==> config.mk <==
export PLATFORM = sky130hd
export DESIGN_NAME = t05_merge_nodes
export DESIGN_NICKNAME = d
export VERILOG_FILES = /design/src/rtl/t05_pkg.sv /design/src/rtl/t05_merge_nodes.sv
export SDC_FILE = /design/constraint.sdc
export NUM_CORES = 1
export LEC_CHECK = 0
export CAP_MARGIN = 30
export CORE_ASPECT_RATIO = 2
export CORE_MARGIN = 4
export CORE_UTILIZATION = 43
export DETAILED_ROUTE_END_ITERATION = 12
export PLACE_DENSITY = 0.78
export SETUP_SLACK_MARGIN = 0.05
export SLEW_MARGIN = 10
export SYNTH_ARGS = -nofsm -noshare
export SYNTH_HDL_FRONTEND = slang
export SYNTH_SLANG_ARGS = --single-unit
==> constraint.sdc <==
create_clock -name clk -period 6.4 [get_ports clk]
set_input_delay 0.64 -clock clk [delete_from_list [all_inputs] [get_ports clk]]
set_output_delay 0.64 -clock clk [all_outputs]
set_load 0.02 [all_outputs]
==> src/rtl/t05_pkg.sv <==
// Shared types and codes for the Huffman merge write-back block.
package t05_pkg;

    typedef enum logic [3:0] {
        StIdle,
        StCheck,
        StWipe1,
        StWipe2,
        StWrSum,
        StWrTree,
        StDone,
        StRoot,
        StErr
    } state_e;

    localparam logic [8:0]  HIST_INT_BASE = 9'd256;
    localparam int unsigned MAX_NODES     = 128;

    localparam logic [3:0]  EN_MERGE  = 4'd3;

    localparam logic [2:0]  FIN_IDLE  = 3'd0;
    localparam logic [2:0]  FIN_MERGE = 3'd3;
    localparam logic [2:0]  FIN_TREE  = 3'd4;
    localparam logic [2:0]  FIN_ERR   = 3'd5;

endpackage

==> src/rtl/t05_merge_nodes.sv <==
// Huffman tree write-back: wipes the two merged nodes, stores their summed count in the
// next internal-node slot and records the parent/child link in tree memory.
module t05_merge_nodes #(
    parameter int unsigned MAX_NODES = 128
) (
    input  logic        clk,
    input  logic        rst,
    input  logic [3:0]  en_state,
    input  logic [8:0]  least1,
    input  logic [8:0]  least2,
    input  logic [63:0] sum,
    output logic        hist_wr,
    output logic [8:0]  hist_addr,
    output logic [63:0] hist_wdata,
    input  logic        hist_ack,
    output logic        tree_wr,
    output logic [6:0]  tree_addr,
    output logic [17:0] tree_wdata,
    input  logic        tree_ack,
    output logic [7:0]  node_cnt,
    output logic [8:0]  root,
    output logic        tree_done,
    output logic        err,
    output logic [2:0]  fin_state
);
    import t05_pkg::*;

    state_e      state_q, state_d;
    logic [8:0]  l1_q, l1_d;
    logic [8:0]  l2_q, l2_d;
    logic [63:0] sum_q, sum_d;
    logic [7:0]  node_cnt_q, node_cnt_d;
    logic [8:0]  root_q, root_d;
    logic        tree_done_q, tree_done_d;
    logic        err_q, err_d;
    logic        hist_wr_q, hist_wr_d;
    logic [8:0]  hist_addr_q, hist_addr_d;
    logic [63:0] hist_wdata_q, hist_wdata_d;
    logic        tree_wr_q, tree_wr_d;
    logic [6:0]  tree_addr_q, tree_addr_d;
    logic [17:0] tree_wdata_q, tree_wdata_d;
    logic [2:0]  fin_q, fin_d;

    always_comb begin
        state_d     = state_q;
        l1_d        = l1_q;
        l2_d        = l2_q;
        sum_d       = sum_q;
        node_cnt_d  = node_cnt_q;
        root_d      = root_q;
        tree_done_d = tree_done_q;
        err_d       = err_q;

        unique case (state_q)
            StIdle: begin
                if (en_state == EN_MERGE) begin
                    l1_d    = least1;
                    l2_d    = least2;
                    sum_d   = sum;
                    state_d = StCheck;
                end
            end
            StCheck: begin
                // Identical picks mean the search found a single remaining node: the root.
                if (l1_q == l2_q) begin
                    root_d      = l1_q;
                    tree_done_d = 1'b1;
                    state_d     = StRoot;
                end else if (node_cnt_q == 8'(MAX_NODES)) begin
                    err_d   = 1'b1;
                    state_d = StErr;
                end else begin
                    state_d = StWipe1;
                end
            end
            StWipe1:  if (hist_ack) state_d = StWipe2;
            StWipe2:  if (hist_ack) state_d = StWrSum;
            StWrSum:  if (hist_ack) state_d = StWrTree;
            StWrTree: begin
                if (tree_ack) begin
                    state_d = StDone;
                    if (node_cnt_q != 8'(MAX_NODES)) node_cnt_d = node_cnt_q + 8'd1;
                end
            end
            StDone:   if (en_state != EN_MERGE) state_d = StIdle;
            StRoot, StErr: ;
            default:  state_d = StIdle;
        endcase

        // Outputs are decoded from the next state so they register in step with it.
        hist_wr_d    = 1'b0;
        hist_addr_d  = '0;
        hist_wdata_d = '0;
        tree_wr_d    = 1'b0;
        tree_addr_d  = '0;
        tree_wdata_d = '0;
        fin_d        = FIN_IDLE;
        case (state_d)
            StWipe1: begin
                hist_wr_d   = 1'b1;
                hist_addr_d = l1_d;
            end
            StWipe2: begin
                hist_wr_d   = 1'b1;
                hist_addr_d = l2_d;
            end
            StWrSum: begin
                hist_wr_d    = 1'b1;
                hist_addr_d  = HIST_INT_BASE + {2'b00, node_cnt_d[6:0]};
                hist_wdata_d = sum_d;
            end
            StWrTree: begin
                tree_wr_d    = 1'b1;
                tree_addr_d  = node_cnt_d[6:0];
                tree_wdata_d = {l1_d, l2_d};
            end
            StDone:  fin_d = FIN_MERGE;
            StRoot:  fin_d = FIN_TREE;
            StErr:   fin_d = FIN_ERR;
            default: ;
        endcase
    end

    always_ff @(posedge clk or posedge rst) begin
        if (rst) begin
            state_q      <= StIdle;
            l1_q         <= '0;
            l2_q         <= '0;
            sum_q        <= '0;
            node_cnt_q   <= '0;
            root_q       <= '0;
            tree_done_q  <= 1'b0;
            err_q        <= 1'b0;
            hist_wr_q    <= 1'b0;
            hist_addr_q  <= '0;
            hist_wdata_q <= '0;
            tree_wr_q    <= 1'b0;
            tree_addr_q  <= '0;
            tree_wdata_q <= '0;
            fin_q        <= FIN_IDLE;
        end else begin
            state_q      <= state_d;
            l1_q         <= l1_d;
            l2_q         <= l2_d;
            sum_q        <= sum_d;
            node_cnt_q   <= node_cnt_d;
            root_q       <= root_d;
            tree_done_q  <= tree_done_d;
            err_q        <= err_d;
            hist_wr_q    <= hist_wr_d;
            hist_addr_q  <= hist_addr_d;
            hist_wdata_q <= hist_wdata_d;
            tree_wr_q    <= tree_wr_d;
            tree_addr_q  <= tree_addr_d;
            tree_wdata_q <= tree_wdata_d;
            fin_q        <= fin_d;
        end
    end

    assign hist_wr    = hist_wr_q;
    assign hist_addr  = hist_addr_q;
    assign hist_wdata = hist_wdata_q;
    assign tree_wr    = tree_wr_q;
    assign tree_addr  = tree_addr_q;
    assign tree_wdata = tree_wdata_q;
    assign node_cnt   = node_cnt_q;
    assign root       = root_q;
    assign tree_done  = tree_done_q;
    assign err        = err_q;
    assign fin_state  = fin_q;

endmodule

# Word level (Yosys, flattened, before mapping)
# Index checks and enable logic that the tools add are counted.
dict set report op_classes {
  add_sub_neg 2
  n_mul 0
  div_mod_pow 0
  magnitude_cmp 0
  eq_ne 20
  shift 0
  n_mux 25
  bitwise_logic 1
  reduce_logical 6
}
# operator count
set ops {}
lappend ops {{$mux W64} 3}
lappend ops {{$mux W9} 4}
lappend ops {{$eq A4 B3 Y1 const B} 8}
lappend ops {{$mux W4} 8}
lappend ops {{$pmux W4 S8} 1}
lappend ops {{$mux W7} 4}
lappend ops {{$pmux W9 S3} 1}
lappend ops {{$eq A4 B2 Y1 const B} 5}
lappend ops {{$mux W18} 1}
lappend ops {{$add A9 B7 Y9 const A} 1}
lappend ops {{$eq A9 B9 Y1} 1}
lappend ops {{$pmux W3 S3} 1}
lappend ops {{$add A8 B1 Y8 const B} 1}
lappend ops {{$eq A4 B4 Y1 const B} 2}
lappend ops {{$eq A8 B8 Y1 const B} 1}
lappend ops {{$ne A8 B8 Y1 const B} 1}
lappend ops {{$reduce_and A3 Y1} 2}
lappend ops {{$eq A4 B1 Y1 const B} 1}
lappend ops {{$logic_not A4 Y1} 1}
lappend ops {{$ne A4 B2 Y1 const B} 1}
lappend ops {{$reduce_or A3 Y1} 1}
lappend ops {{$mux W1} 2}
lappend ops {{$reduce_and A2 Y1} 1}
lappend ops {{$reduce_or A2 Y1} 1}
lappend ops {{$not A1 Y1} 1}
dict set report totals {
  regBits 208
  latch_bits 0
  mem_bits_rw 0
  romBits 0
  in_bits 90
  output_inout_bits 122
  wordCells 70
  memories 0
}

# Longest topological paths before layout
# Gate-level depths: netlist of run 1.
dict set report logic_depth {
  depth_word 7
  depth_mapped 8
  ltp_nobuf 8
}

# Least setup slack after synthesis of run 1
# OpenSTA, ideal clock, no wires.
dict set report synth_timing {
  path_type {input to register}
  start {input port en_state[2]}
  end {register hist_addr_q[3] (netlist: hist_addr[3])}
  t_arrival_ns 1.963
  required_ns 6.274
  setup_slack_ns 4.311
  path_stages 6
  n_path_buf 1
  path_cell_list {nand4bb_4 -> nor3_2 -> nand2_2 -> buf_6 -> mux2_4 -> a221o_1}
}
dict set report synth_via {
  elab_cells_between_ends 13
}
# element line
set synth_lines {}
lappend synth_lines {{start: declaration} t05_merge_nodes.sv:8} ;# input logic [3:0] en_state,
lappend synth_lines {{$eq A4 B2 Y1} t05_merge_nodes.sv:56} ;# if (en_state == EN_MERGE) begin
lappend synth_lines {{$mux W9} t05_merge_nodes.sv:56}
lappend synth_lines {{$mux W9} t05_merge_nodes.sv:54} ;# unique case (state_q)
lappend synth_lines {{net l1_d[3]} t05_merge_nodes.sv:29} ;# logic [8:0] l1_q, l1_d;
lappend synth_lines {{$pmux W9 S3} t05_merge_nodes.sv:98} ;# case (state_d)
lappend synth_lines {{net hist_addr_d[3]} t05_merge_nodes.sv:37} ;# logic [8:0] hist_addr_q, hist_addr_d;
lappend synth_lines {{end signal: assignment} t05_merge_nodes.sv:151} ;# hist_addr_q <= hist_addr_d;
lappend synth_lines {{end: declaration} t05_merge_nodes.sv:37}
# The timed path passes the listed nets, and every way through them passes these cells.
# A chain may end at the register's enable or synchronous reset.

# Final worst setup path of run 1
dict set report layout_timing {
  start {input port en_state[1]}
  end {register hist_addr_q[4] (netlist: hist_addr[4])}
}
# Same word-level chain as after synthesis.

==> results.sh, run 1 <==
export IMPL_vdd_ir_drop_max_mv=0.335
export IMPL_dp_worst_setup_slack_ns=3.26
export IMPL_route_detailed_vias_per_inst=4.98
export IMPL_critical_path_cell_chain="clkdlybuf4s50_1 > nand4bb_4 > nor3_2 > nand2_4 > buf_16 > mux2_4 > a221o_1"
export IMPL_cts_num_sinks=208
export IMPL_global_route_wire_length_before_repair_mm=29.4
export IMPL_cts_reportedPaths_clkPinSlew_ns=0.07
export IMPL_ys_warn_count=0
export IMPL_edff_count_synth=0
export IMPL_setup_ws_ns=3.77
export IMPL_die_y_microns=197
export IMPL_slowest_delay_ns=0.52
export IMPL_place_gp_congestion=0.830
export IMPL_pwr_share_clk_pct=27.0
export IMPL_finish_net_count=838
export IMPL_clock_tree_buffer_depth=3
export IMPL_final_setup_viol_count=0
export IMPL_seqCellArea_sq_um=5200
export IMPL_number_of_iterations_in_the_first_detailed_routing_pass=4
export IMPL_dp_final_hpwl_mm=14.1
export IMPL_slew_limit_headroom_pct=47.8
export IMPL_endpoint_kind="flop"
export IMPL_synth_cell_area_sq_um=7650
export IMPL_synthesis_instances=528
export IMPL_dr_first_iter_drc_count=103
export IMPL_p_leak_nw=5.09
export IMPL_yosys_area_top_type="sky130_fd_sc_hd__dfrtp_1"
export IMPL_highest_clock_frequency_the_design_can_meet_mhz=381
export IMPL_worstPathArrival_ns=2.98
export IMPL_hold_buffers=0
export IMPL_route_vias_total=4820
export IMPL_drt_antenna_violating_nets=0
export IMPL_max_slew_worst_pin_slew_ns=0.782
export IMPL_diodes=0
export IMPL_criticalPathCategory="in2reg"
export IMPL_overflow=0
export IMPL_tritoncts="built"
export IMPL_total_drc_errors_in_the_routed_layout=0
export IMPL_final_setup_tns_ns=0
export IMPL_initial_core_util_pct=44.1
export IMPL_internal_power_of_the_cells_w=0.00276
export IMPL_antenna_violations_before_repair=0
export IMPL_status="finished, final reports clean"
export IMPL_synth_nets=620
export IMPL_skew_pair_late_insertion_delay_ns=0.47
export IMPL_ys_ff_latch=208
export IMPL_vias_in_the_first_global_route=5430
export IMPL_required_time_of_the_critical_path_ns=6.76
export IMPL_grt_start_max_net_pins=145
export IMPL_routed_wirelength_normalized_by_instance_count_microns=19.6
export IMPL_final_max_slew_violation_count=0
export IMPL_die_area_sq_um=20100
export IMPL_max_cap_violations=0
export IMPL_swShare_pct=30.4
export IMPL_area_delta_synth_final_pct=38.6
export IMPL_netlist_top_cells_area="sky130_fd_sc_hd__dfrtp_1, sky130_fd_sc_hd__mux2_2, sky130_fd_sc_hd__and2_1"
export IMPL_seq_power_share_pct=45.1
export IMPL_cts_root_buf="sky130_fd_sc_hd__clkbuf_16"
export IMPL_cpLargestDelayFamily="buffers and inverters"
export IMPL_postRouteWirelength_mm=19.0
export IMPL_number_of_library_cell_types_mapped_by_synthesis=41
export IMPL_die_w_microns=102
export IMPL_power_share_combinational_pct=28.0
export IMPL_drive_gt1_share_pct=16.5
export IMPL_multi_input_comb_area_sq_um=2270
export IMPL_cp_slowest_cell="sky130_fd_sc_hd__clkdlybuf4s50_1"
export IMPL_worst_path_buf_inv=2
export IMPL_ios=212
export IMPL_most_frequent_cell_after_synthesis="sky130_fd_sc_hd__dfrtp_1"
export IMPL_timing_final_crit_share_pct=41.0
export IMPL_post_cts_resized=0
export IMPL_net_switching_power_of_the_design_w=0.00121
export IMPL_power_per_cell_area_nw_per_um2=374
export IMPL_num_fill_cells=1358
export IMPL_placement_rows=68
export IMPL_synth_ff_type="sky130_fd_sc_hd__dfrtp_1"
export IMPL_synthDominantCellAreaShare_pct=68.0
export IMPL_synth_async_reset_ratio_pct=100
export IMPL_yosys_top_cells_count="sky130_fd_sc_hd__dfrtp_1, sky130_fd_sc_hd__mux2_2, sky130_fd_sc_hd__and2_1"
export IMPL_unrepaired_setup_endpoints_after_global_routing="no"
export IMPL_min_delay_path_class="reg2reg"
export IMPL_crit_path_max_fanout=46
export IMPL_design_core_area_sq_um=17400
export IMPL_minimum_period_implied_by_the_final_worst_setup_slack_ns=2.63
export IMPL_hold_viol_final=0
export IMPL_cts_max_level=1
export IMPL_setup_worst_path_start_class="input pin"
export IMPL_synth_seq_area_share_pct=68.0
export IMPL_cts_inserted_buffers=19
export IMPL_post_synth_cell_area_avg_sq_um=14.5
export IMPL_cts_setup_buffers=0
export IMPL_gr_usage_all_layers_pct=19.1
export IMPL_port_buffer_count=211
export IMPL_worst_clock_skew_ns=0.00992
-- power by group through the flow --
stage          Clock (W)  Combinational, W  Sequential (W)
2_1_floorplan          0          0.000595         0.00186
3_3_place_gp           0           0.00108         0.00179
3_5_place_dp           0           0.00112         0.00181
4_1_cts          0.00110           0.00113         0.00179
5_1_grt          0.00116           0.00121         0.00182
6_report         0.00107           0.00111         0.00179
-- cell families (layout without fill, tap and decap cells) --
kind of cell	after synthesis	count (layout)	synth area share, %
compound gates	24	24	2.68
xor+xnor	16	16	1.83
fa+ha+maj	2	2	0.327
buf+inv	42	272	2.47
flops	208	208	68.0
mux	92	92	13.5
simple gates	144	144	11.2
-- registers in the layout, summed over array words and instances, names as in the netlist, 7 cells and up --
register    flops
node_cnt        8
tree_addr       7
sum_q          64
tree_wdata     18
root            9
hist_wdata     64
l1_q            9
hist_addr       9
l2_q            9
-- layout by cell type, fill, tap and decap left out, types with 4 or more instances in the layout --
cell / instances
sky130_fd_sc_hd__clkbuf_16: 19
sky130_fd_sc_hd__xnor2_1: 14
sky130_fd_sc_hd__nand2b_1: 6
sky130_fd_sc_hd__nor2b_1: 4
sky130_fd_sc_hd__clkdlybuf4s50_1: 211
sky130_fd_sc_hd__mux2i_1: 13
sky130_fd_sc_hd__a221o_1: 6
sky130_fd_sc_hd__mux2_2: 76
sky130_fd_sc_hd__clkinv_2: 4
sky130_fd_sc_hd__a21oi_1: 4
sky130_fd_sc_hd__buf_4: 4
sky130_fd_sc_hd__nand3_1: 7
sky130_fd_sc_hd__inv_1: 21
sky130_fd_sc_hd__nand2_1: 9
sky130_fd_sc_hd__nor2_1: 24
sky130_fd_sc_hd__dfrtp_1: 208
sky130_fd_sc_hd__clkbuf_1: 6
sky130_fd_sc_hd__and2_1: 75
-- worst paths after layout --
path	from	end	slack [ns]	depth (start not counted)
worst max-delay path	en_state[1]	hist_addr[4]	3.77	7
worst min-delay path	tree_done	tree_done	0.47	1
worst max register to register	node_cnt[0]	hist_addr[2]	3.83	8
worst min register to register	tree_done	tree_done	0.47	1
max in group asynchronous	rst	hist_wdata[57]	4.22	4
min in group asynchronous	rst	sum_q[47]	0.50	2
-- routing by layer --
metal  share of wire [%]  vias up  global-route usage, %
li1                    -     2187                      -
met1                  32     2414                   19.7
met2                  57      174                   36.4
met3                 6.0       45                   3.33
met4                 5.1        0                   8.22
met5                   0        -                      0
-- per-stage QoR --
step	util, %	hold WS, ns	instance area, sq um	std cells	power, W
after global routing	61.1	0.492	10600	968	0.00418
after CTS	60.9	0.473	10600	967	0.00402
final	61.1	0.474	10600	968	0.00397
after global placement	57.4	0.458	9970	933	0.00287
after floorplan	-	0.465	7650	528	0.00246
after detailed placement	57.6	0.459	10000	934	0.00293
-- cell type report --
cell class | instances | area share (%)
multi-input cells | 278 | 21.4
well taps | 210 | 2.48
clock buffers | 26 | 4.83
clock inverters | 7 | 0.637
inverters | 22 | 0.849
repair buffers | 217 | 20.7
flip-flops and latches | 208 | 49.1
Note: power is estimated with default switching activity, not from simulation.
==> inputs of run 2 (changes only) <==
==> constraint.sdc (replaced) <==
create_clock -name clk -period 2.37 [get_ports clk]
set_input_delay 0.237 -clock clk [delete_from_list [all_inputs] [get_ports clk]]
set_output_delay 0.237 -clock clk [all_outputs]
set_load 0.02 [all_outputs]
==> run 2 against run 1 <==
- die area unchanged
- wire length increased by 0.47%
- register-to-register slack got worse by 3.6 ns
==> results.sh, run 2 (same netlist as run 1, synthesis figures left out) <==
export IMPL_slew_limit_headroom_pct=70.6
export IMPL_num_fill_cells=1344
export IMPL_crit_path_max_fanout=47
export IMPL_die_area_sq_um=20100
export IMPL_gr_usage_all_layers_pct=19.3
export IMPL_placement_rows=68
export IMPL_cts_inserted_buffers=18
export IMPL_ios=212
export IMPL_status="finished, final reports clean"
export IMPL_hold_buffers=0
export IMPL_place_gp_congestion=0.917
export IMPL_worst_clock_skew_ns=0.0122
export IMPL_antenna_violations_before_repair=1
export IMPL_worst_path_buf_inv=1
export IMPL_die_y_microns=197
export IMPL_clock_tree_buffer_depth=3
export IMPL_route_detailed_vias_per_inst=5.00
export IMPL_max_slew_worst_pin_slew_ns=0.442
export IMPL_postRouteWirelength_mm=19.1
export IMPL_initial_core_util_pct=44.1
export IMPL_layout_commonest_cell="sky130_fd_sc_hd__clkdlybuf4s50_1"
export IMPL_vias_in_the_first_global_route=5537
export IMPL_postPlaceCellArea_sq_um=10200
export IMPL_criticalPathCategory="reg2reg"
export IMPL_worstPathArrival_ns=2.58
export IMPL_die_w_microns=102
export IMPL_seqCellArea_sq_um=5200
export IMPL_design_power_total_w=0.0112
export IMPL_dp_final_hpwl_mm=14.6
export IMPL_cpLargestDelayFamily="compound AO/OA/AOI/OAI gates"
export IMPL_multi_input_comb_area_sq_um=2270
export IMPL_hold_viol_final=0
export IMPL_minimum_period_implied_by_the_final_worst_setup_slack_ns=2.17
export IMPL_finish_net_count=849
export IMPL_skew_pair_late_insertion_delay_ns=0.47
export IMPL_vdd_ir_drop_max_mv=0.741
export IMPL_total_drc_errors_in_the_routed_layout=0
export IMPL_drt_antenna_violating_nets=0
export IMPL_routed_wirelength_normalized_by_instance_count_microns=19.5
export IMPL_setup_worst_path_start_class="flop"
export IMPL_final_setup_viol_count=0
export IMPL_final_max_slew_violation_count=0
export IMPL_global_route_wire_length_before_repair_mm=29.8
export IMPL_grt_start_max_net_pins=71
export IMPL_area_delta_synth_final_pct=41.5
export IMPL_design_core_area_sq_um=17400
export IMPL_number_of_iterations_in_the_first_detailed_routing_pass=4
export IMPL_p_leak_nw=5.20
export IMPL_critical_path_cell_chain="nor2b_1 > a2111oi_4 > nand3_1 > a21oi_4 > buf_12 > and2_1"
export IMPL_unrepaired_setup_endpoints_after_global_routing="no"
export IMPL_min_delay_path_class="in2async"
export IMPL_slowest_delay_ns=0.61
export IMPL_highest_clock_frequency_the_design_can_meet_mhz=460
export IMPL_final_design_area_excluding_fillers_sq_um=10800
export IMPL_cts_root_buf="sky130_fd_sc_hd__clkbuf_16"
export IMPL_timing_final_crit_share_pct=91.8
export IMPL_required_time_of_the_critical_path_ns=2.78
export IMPL_final_setup_tns_ns=0
export IMPL_cts_num_sinks=208
export IMPL_cts_reportedPaths_clkPinSlew_ns=0.07
export IMPL_max_cap_violations=0
export IMPL_mostFrequentLayoutCells="sky130_fd_sc_hd__clkdlybuf4s50_1, sky130_fd_sc_hd__dfrtp_1, sky130_fd_sc_hd__mux2_2, sky130_fd_sc_hd__and2_1, sky130_fd_sc_hd__nor2_1"
export IMPL_endpoint_kind="flop"
export IMPL_route_vias_total=4898
export IMPL_power_per_cell_area_nw_per_um2=1030
export IMPL_cp_slowest_cell="sky130_fd_sc_hd__dfrtp_1"
export IMPL_tritoncts="built"
export IMPL_overflow=0
export IMPL_port_buffer_count=211
export IMPL_dr_first_iter_drc_count=72
export IMPL_drive_gt1_share_pct=18.2
export IMPL_cts_max_level=1
## run 2: path summary, 6_finish.rpt
path                             from              to  slack, ns  depth (start not counted)
setup / recovery           state_q[0]  hist_wdata[41]       0.20                          6
hold / removal                    rst       sum_q[42]       0.12                          2
max in group asynchronous         rst   hist_wdata[9]       1.57                          3
min in group clk              sum[43]       sum_q[43]       0.40                          2
setup reg to reg           state_q[0]  hist_wdata[41]       0.20                          6
hold reg to reg             tree_done       tree_done       0.48                          1
## run 2: layout make-up
type,instances,area share (%)
clock buffers,27,5.22
multi-input cells,278,21.0
flip-flops and latches,208,48.1
well taps,210,2.43
inverters,22,0.797
clock inverters,5,0.924
diodes,1,0.0231
repair buffers,229,21.6
## run 2: what timing repair did
action | 4_1_cts | 5_1_grt
hold endpoints to repair | 0 | 0
setup buffers | 0 | 1
endpoints found under the setup margin | 0 | 2
resized for setup | 0 | 0
## run 2: through the flow
stage          worst slack, ns  hold WS (ns)  std cells  util [%]
2_1_floorplan           -0.567         0.387        528         -
3_3_place_gp             0.201         0.458        946      58.5
3_5_place_dp             0.121         0.466        946      58.5
4_1_cts                  0.110         0.115        978      62.3
5_1_grt                 0.0482         0.141        980      62.4
6_report                 0.195         0.123        980      62.4
## run 2: power breakdown
part | switching, W | internal [W]
sequential | 0.000423 | 0.00439
combinational | 0.00163 | 0.00153
clock | 0.00121 | 0.00198
## run 2: per-layer routing
layer / global-route usage (%) / routed length [microns]
met5: 0 / 0
met3: 2.94 / 1070
met4: 10.8 / 1230
met1: 18.9 / 5890
met2: 37.0 / 10900
==> inputs of run 3 (changes only) <==
==> constraint.sdc (replaced) <==
create_clock -name clk -period 2.37 [get_ports clk]
set_input_delay 0.237 -clock clk [delete_from_list [all_inputs] [get_ports clk]]
set_output_delay 0.237 -clock clk [all_outputs]
set_load 0.005 [all_outputs]
==> results of run 3 <==
The final DEF is identical to that of run 2. Status: finished, final reports clean.
Main changes from that run: total power 0.0112 W -> 0.0109 W; worst IR drop on VDD 0.741 mV -> 0.697 mV
